$ cat config.mk
export PLATFORM = sky130hd
export DESIGN_NAME = stack_op_sequencer
export DESIGN_NICKNAME = d
export VERILOG_FILES = /design/src/rtl/stack_seq_pkg.sv /design/src/rtl/stack_seq_alu.sv /design/src/rtl/stack_op_sequencer.sv
export SDC_FILE = /design/constraint.sdc
export NUM_CORES = 1
export LEC_CHECK = 0
export CAP_MARGIN = 20
export CELL_PAD_IN_SITES_DETAIL_PLACEMENT = 2
export CELL_PAD_IN_SITES_GLOBAL_PLACEMENT = 2
export CORE_MARGIN = 2
export CORE_UTILIZATION = 31
export CTS_BUF_LIST = sky130_fd_sc_hd__clkbuf_4 sky130_fd_sc_hd__clkbuf_8
export CTS_CLUSTER_DIAMETER = 200
export DETAILED_ROUTE_END_ITERATION = 12
export PLACE_DENSITY_LB_ADDON = 0.1
export SETUP_SLACK_MARGIN = 0.4
export SLEW_MARGIN = 20
export SYNTH_ARGS = -nofsm -noshare
export SYNTH_HDL_FRONTEND = slang
export SYNTH_SLANG_ARGS = --single-unit
$ cat constraint.sdc
create_clock -name clk -period 3.1 [get_ports clk]
set_input_delay 0.62 -clock clk [delete_from_list [all_inputs] [get_ports clk]]
set_output_delay 0.62 -clock clk [all_outputs]
set_load 0.005 [all_outputs]
$ cat src/rtl/stack_seq_pkg.sv
// Shared types and opcode-class helpers for the stack micro-sequencer.
package stack_seq_pkg;

    typedef enum logic [2:0] {
        OP_PUSHI = 3'd0,
        OP_POP   = 3'd1,
        OP_ADD   = 3'd2,
        OP_SUB   = 3'd3,
        OP_AND   = 3'd4,
        OP_NOT   = 3'd5,
        OP_DUP   = 3'd6,
        OP_PEEK  = 3'd7
    } opcode_e;

    typedef enum logic [2:0] {
        S_IDLE = 3'd0,
        S_RD1  = 3'd1,
        S_RD2  = 3'd2,
        S_EXE  = 3'd3,
        S_WR   = 3'd4,
        S_FIN  = 3'd5
    } state_e;

    function automatic logic needs_pop2(input opcode_e op);
        return (op == OP_ADD) || (op == OP_SUB) || (op == OP_AND);
    endfunction

    function automatic logic is_unary(input opcode_e op);
        return (op == OP_NOT) || (op == OP_DUP);
    endfunction

    function automatic logic pushes(input opcode_e op);
        return (op == OP_PUSHI) || needs_pop2(op) || is_unary(op);
    endfunction

    function automatic logic reads_tos(input opcode_e op);
        return (op == OP_DUP) || (op == OP_PEEK);
    endfunction

endpackage

$ cat src/rtl/stack_seq_alu.sv
// Combinational ALU: A is the first popped operand (TOS), B the second (NOS).
module stack_seq_alu
    import stack_seq_pkg::*;
#(
    parameter int WIDTH = 8
) (
    input  opcode_e          op,
    input  logic [WIDTH-1:0] a,
    input  logic [WIDTH-1:0] b,
    output logic [WIDTH-1:0] y
);

    always_comb begin
        y = a;
        case (op)
            OP_ADD:  y = b + a;
            OP_SUB:  y = b - a;
            OP_AND:  y = b & a;
            OP_NOT:  y = ~a;
            default: y = a;
        endcase
    end

endmodule

$ cat src/rtl/stack_op_sequencer.sv
// Multicycle sequencer issuing push/pop/tos strobes to the operand stack
// and executing one stack instruction per accepted start.
module stack_op_sequencer
    import stack_seq_pkg::*;
#(
    parameter  int WIDTH = 8,
    parameter  int DEPTH = 32,
    localparam int DW    = $clog2(DEPTH + 1)
) (
    input  logic             clk,
    input  logic             rst,
    input  logic             start,
    input  logic [2:0]       opcode,
    input  logic [WIDTH-1:0] imm,
    input  logic [WIDTH-1:0] stk_dout,
    output logic [WIDTH-1:0] stk_din,
    output logic             stk_push,
    output logic             stk_pop,
    output logic             stk_tos,
    output logic             busy,
    output logic             done,
    output logic             err,
    output logic [WIDTH-1:0] result,
    output logic             zero,
    output logic [DW-1:0]    depth
);

    localparam logic [DW-1:0] FULL = DW'(DEPTH);

    state_e           state;
    opcode_e          op_q;
    opcode_e          op_in;
    logic [WIDTH-1:0] imm_q;
    logic [WIDTH-1:0] a_q;
    logic [WIDTH-1:0] alu_y;
    logic             legal;

    assign op_in = opcode_e'(opcode);

    always_comb begin
        legal = 1'b1;
        case (op_in)
            OP_PUSHI: legal = (depth < FULL);
            OP_POP,
            OP_PEEK,
            OP_NOT:   legal = (depth != '0);
            OP_DUP:   legal = (depth != '0) && (depth < FULL);
            default:  legal = (depth >= DW'(2));
        endcase
    end

    // Strobes depend only on the state register and the latched opcode.
    assign stk_push = (state == S_WR);
    assign stk_tos  = (state == S_RD1) && reads_tos(op_q);
    assign stk_pop  = ((state == S_RD1) && !reads_tos(op_q))
                   || ((state == S_RD2) && needs_pop2(op_q));
    assign stk_din  = !stk_push           ? '0    :
                      (op_q == OP_PUSHI)  ? imm_q : result;
    assign busy     = (state != S_IDLE);
    assign done     = (state == S_FIN);

    stack_seq_alu #(.WIDTH(WIDTH)) u_alu (
        .op (op_q),
        .a  (a_q),
        .b  (stk_dout),
        .y  (alu_y)
    );

    always_ff @(posedge clk) begin
        if (rst) begin
            state  <= S_IDLE;
            op_q   <= OP_PUSHI;
            imm_q  <= '0;
            a_q    <= '0;
            result <= '0;
            zero   <= 1'b0;
            err    <= 1'b0;
            depth  <= '0;
        end else begin
            if (stk_push)
                depth <= depth + DW'(1);
            else if (stk_pop)
                depth <= depth - DW'(1);

            case (state)
                S_IDLE: begin
                    if (start) begin
                        op_q  <= op_in;
                        imm_q <= imm;
                        err   <= !legal;
                        if (!legal)
                            state <= S_FIN;
                        else if (op_in == OP_PUSHI)
                            state <= S_WR;
                        else
                            state <= S_RD1;
                    end
                end
                S_RD1: state <= S_RD2;
                S_RD2: begin
                    a_q <= stk_dout;
                    if (pushes(op_q)) begin
                        state <= S_EXE;
                    end else begin
                        result <= stk_dout;
                        zero   <= (stk_dout == '0);
                        state  <= S_FIN;
                    end
                end
                S_EXE: begin
                    result <= alu_y;
                    zero   <= (alu_y == '0);
                    state  <= S_WR;
                end
                S_WR:    state <= S_FIN;
                default: state <= S_IDLE;
            endcase
        end
    end

endmodule

==> results_dict.tcl <==
set metrics [dict create \
    synth-main-ff-cell "sky130_fd_sc_hd__dfxtp_1" \
    die_area_um2 9810 \
    layout.core_utilization_pct 42.8 \
    status "finished clean" \
    total_detailed_routing_wirelength_um 10200 \
    worst-endpoint-arrival_ns 2.00 \
    internal-power_mw 1.58 \
    cts-buffers-inserted 5 \
    netSwitchingPower_mw 1.25 \
    worstPathMaxFanout 10 \
    rsz0062_at_grt "true" \
    worstPathRequired_ns 2.48 \
    cts-hold-fix-buffers 0 \
    placed_cells 532 \
    pwr_density_cell_nw_per_um2 760 \
    worst_clock_skew_ns 0.0140 \
    final-setup-viol-count 0 \
    post_synth.cell_area_avg_um2 7.35 \
    class_of_the_most_critical_hold_timing_path "flip-flop to flip-flop" \
    grt_antenna_before_repair 0 \
    seq_power_share_pct 25.3 \
    tritoncts "yes" \
    cpMaxStageDelayCell "sky130_fd_sc_hd__clkdlybuf4s50_1" \
    worst_path_top_cell_family_by_delay "buffers and inverters" \
    finalInstanceArea_um2 3730 \
    post-dp-hpwl_um 7590 \
    portBuffers 50 \
    synth-edff-count 0 \
    ys_ff_latch 38 \
    vias_after_detailed_routing 2951 \
    ys_seq_area_share_pct 27.2 \
    fp.dieH_um 99.0 \
    drt_first_pass_iters 4 \
    syn_nets 418 \
    timing.critical_path.to_type "output pin" \
    worst_pin_slew_ns 0.577 \
    tns_ns 0 \
    clock.fmax_mhz 381 \
    drv_slew 0 \
    die_width_um 99.0 \
    clock_power_share_pct 13.6 \
    placed_area_um2 3450 \
    crit_path_start_kind "flip-flop" \
    timing.setup.critical_path_class "flip-flop to output pin" \
    tmin_final_ns 2.62 \
    critPathMaxStageDelay_ns 0.53 \
    drt_iter0_drc 46 \
    worstSkewPairLatency_ns 0.30 \
    yosys_warnings 0 \
    clock-sinks 38 \
    worst_ir_drop_vdd_uv 355 \
    slew_headroom_pct 61.4 \
    dp_slack_ns 0.0663 \
    syn_to_final_growth_pct 33.3 \
    synth_async_sr_flop_share_pct 0 \
    power_leakage_nw 1.49 \
    grt_overall_usage_pct 20.4 \
    overflow 0 \
    clk_pin_slew_ns 0.08 \
    fin_nets 480 \
    vias_in_the_first_global_route 3032 \
    tcrit_tclk_final_pct 84.6 \
    route.detailed.vias_per_inst 5.35 \
    yosysUniqueCellTypes 53 \
    grt_first_pass_wirelength_um 16000 \
    initial_core_util_pct 32.1 \
    worst_path_most_repeated_cell "sky130_fd_sc_hd__buf_4" \
    drc 0 \
    cts.path.max_buffers 2 \
    timing.critical_path.cells "buf_6 -> buf_4 -> nor3_4 -> buf_4 -> mux2i_1 -> nor2_1 -> clkdlybuf4s50_1" \
    setup_ws_ns 0.477 \
    hold_viol_final 0 \
    cts_root_buf "sky130_fd_sc_hd__clkbuf_8" \
    buffers_inverters_on_critical_path 4 \
    comb_power_share_pct 61.1 \
    fin_total_pwr_mw 2.84 \
    floorplan.io_pins 51 \
    share_of_post_route_cells_with_drive_strength_above_1_pct 14.4 \
    antenna_left 0 \
    htree_levels 2 \
    std_cell_rows 34 \
    detail_routed_net_length_per_standard_cell_um 18.5 \
    maxCapViolCount 0 \
    stdcell_count 552 \
    postSynthCellCount 381 \
    routabilityCongestion 0.782 \
    grt_start_max_net_pins 20 \
    netlist_area_um2 2800 \
    most_common_library_cell_in_the_layout_ignoring_fill_and_taps "sky130_fd_sc_hd__nor2_1" \
    final_cell_mix "54 x sky130_fd_sc_hd__nor2_1, 49 x sky130_fd_sc_hd__clkdlybuf4s50_1, 43 x sky130_fd_sc_hd__nand2_1, 40 x sky130_fd_sc_hd__a21oi_1, 32 x sky130_fd_sc_hd__dfxtp_1" \
    insertedDiodeCount 0 \
    final.hold.worst_slack_ns 0.457 \
    core_region_area_um2 8720 \
    p_sw_share_pct 44.2 \
]
## final timing paths
check / start / end / slack, ns / depth (start not counted)
worst min register to register: imm_q[6] / imm_q[6] / 0.46 / 2
worst max-delay path: op_q[2] / stk_din[2] / 0.48 / 7
worst min-delay path: imm_q[6] / imm_q[6] / 0.46 / 2
worst max register to register: op_q[1] / zero / 0.54 / 10
## repair_timing
item,4_1_cts,5_1_grt
endpoints found under the setup margin,12,9
gates resized for setup,7,24
gates cloned,0,0
pin swaps,1,3
buffers inserted,2,10
## power by group through the flow
stage | clock, mW | sequential [mW] | combinational [mW]
finish | 0.385 | 0.719 | 1.73
floorplan | 0 | 0.671 | 1.09
global placement | 0 | 0.725 | 1.49
global route | 0.408 | 0.739 | 1.94
detailed placement | 0 | 0.729 | 1.55
CTS | 0.394 | 0.720 | 1.59
## worst min-delay path: stages, from the launching register on
cell and delay [ns]:
sky130_fd_sc_hd__dfxtp_1 0.31, sky130_fd_sc_hd__nand2_1 0.05, sky130_fd_sc_hd__a21oi_1 0.05
## cell families after synthesis
logic type / after synthesis / synth area share [%]
adders and majority gates: 15 / 7.24
AOI/OAI and AO/OA: 102 / 22.4
xor gates and xnor gates: 13 / 4.07
DFF: 38 / 27.2
buffers and inverters: 40 / 5.94
and+or+nand+nor: 157 / 27.5
muxes: 16 / 5.72
## Yosys cell counts, drive strengths merged (11+ instances only)
master / instances / area [µm²]
mux2i: 16 / 160
buf: 11 / 57.6
ha: 13 / 163
o21ai: 22 / 110
inv: 18 / 67.6
clkbuf: 11 / 41.3
nand2: 44 / 181
nor3: 13 / 76.3
dfxtp: 38 / 761
a21oi: 43 / 215
nor2: 56 / 213
## area by class of cell
| class | count | area, µm² |
|---|---|---|
| Clock buffer | 7 | 90.1 |
| Clock inverter | 1 | 5.00 |
| Fill cell | 1026 | 4990 |
| Inverter | 18 | 67.6 |
| Multi-Input combinational cell | 303 | 1940 |
| Sequential cell | 38 | 771 |
| Tap cell | 108 | 135 |
| Timing Repair Buffer | 77 | 721 |
## metal layers
| layer | routed length [µm] | track usage, % | share of wire, % |
|---|---|---|---|
| met1 | 4660 | 26.4 | 46 |
| met2 | 5130 | 36.3 | 50 |
| met3 | 255 | 2.48 | 2.5 |
| met4 | 166 | 4.64 | 1.6 |
| met5 | 0 | 0 | 0 |
## state kept, by name, summed over array words and instances, names as in the netlist
name    count
result      8
depth       6
err         1
op_q        3
state       3
a_q         8
zero        1
imm_q       8
(Power assumes the default switching activity.)
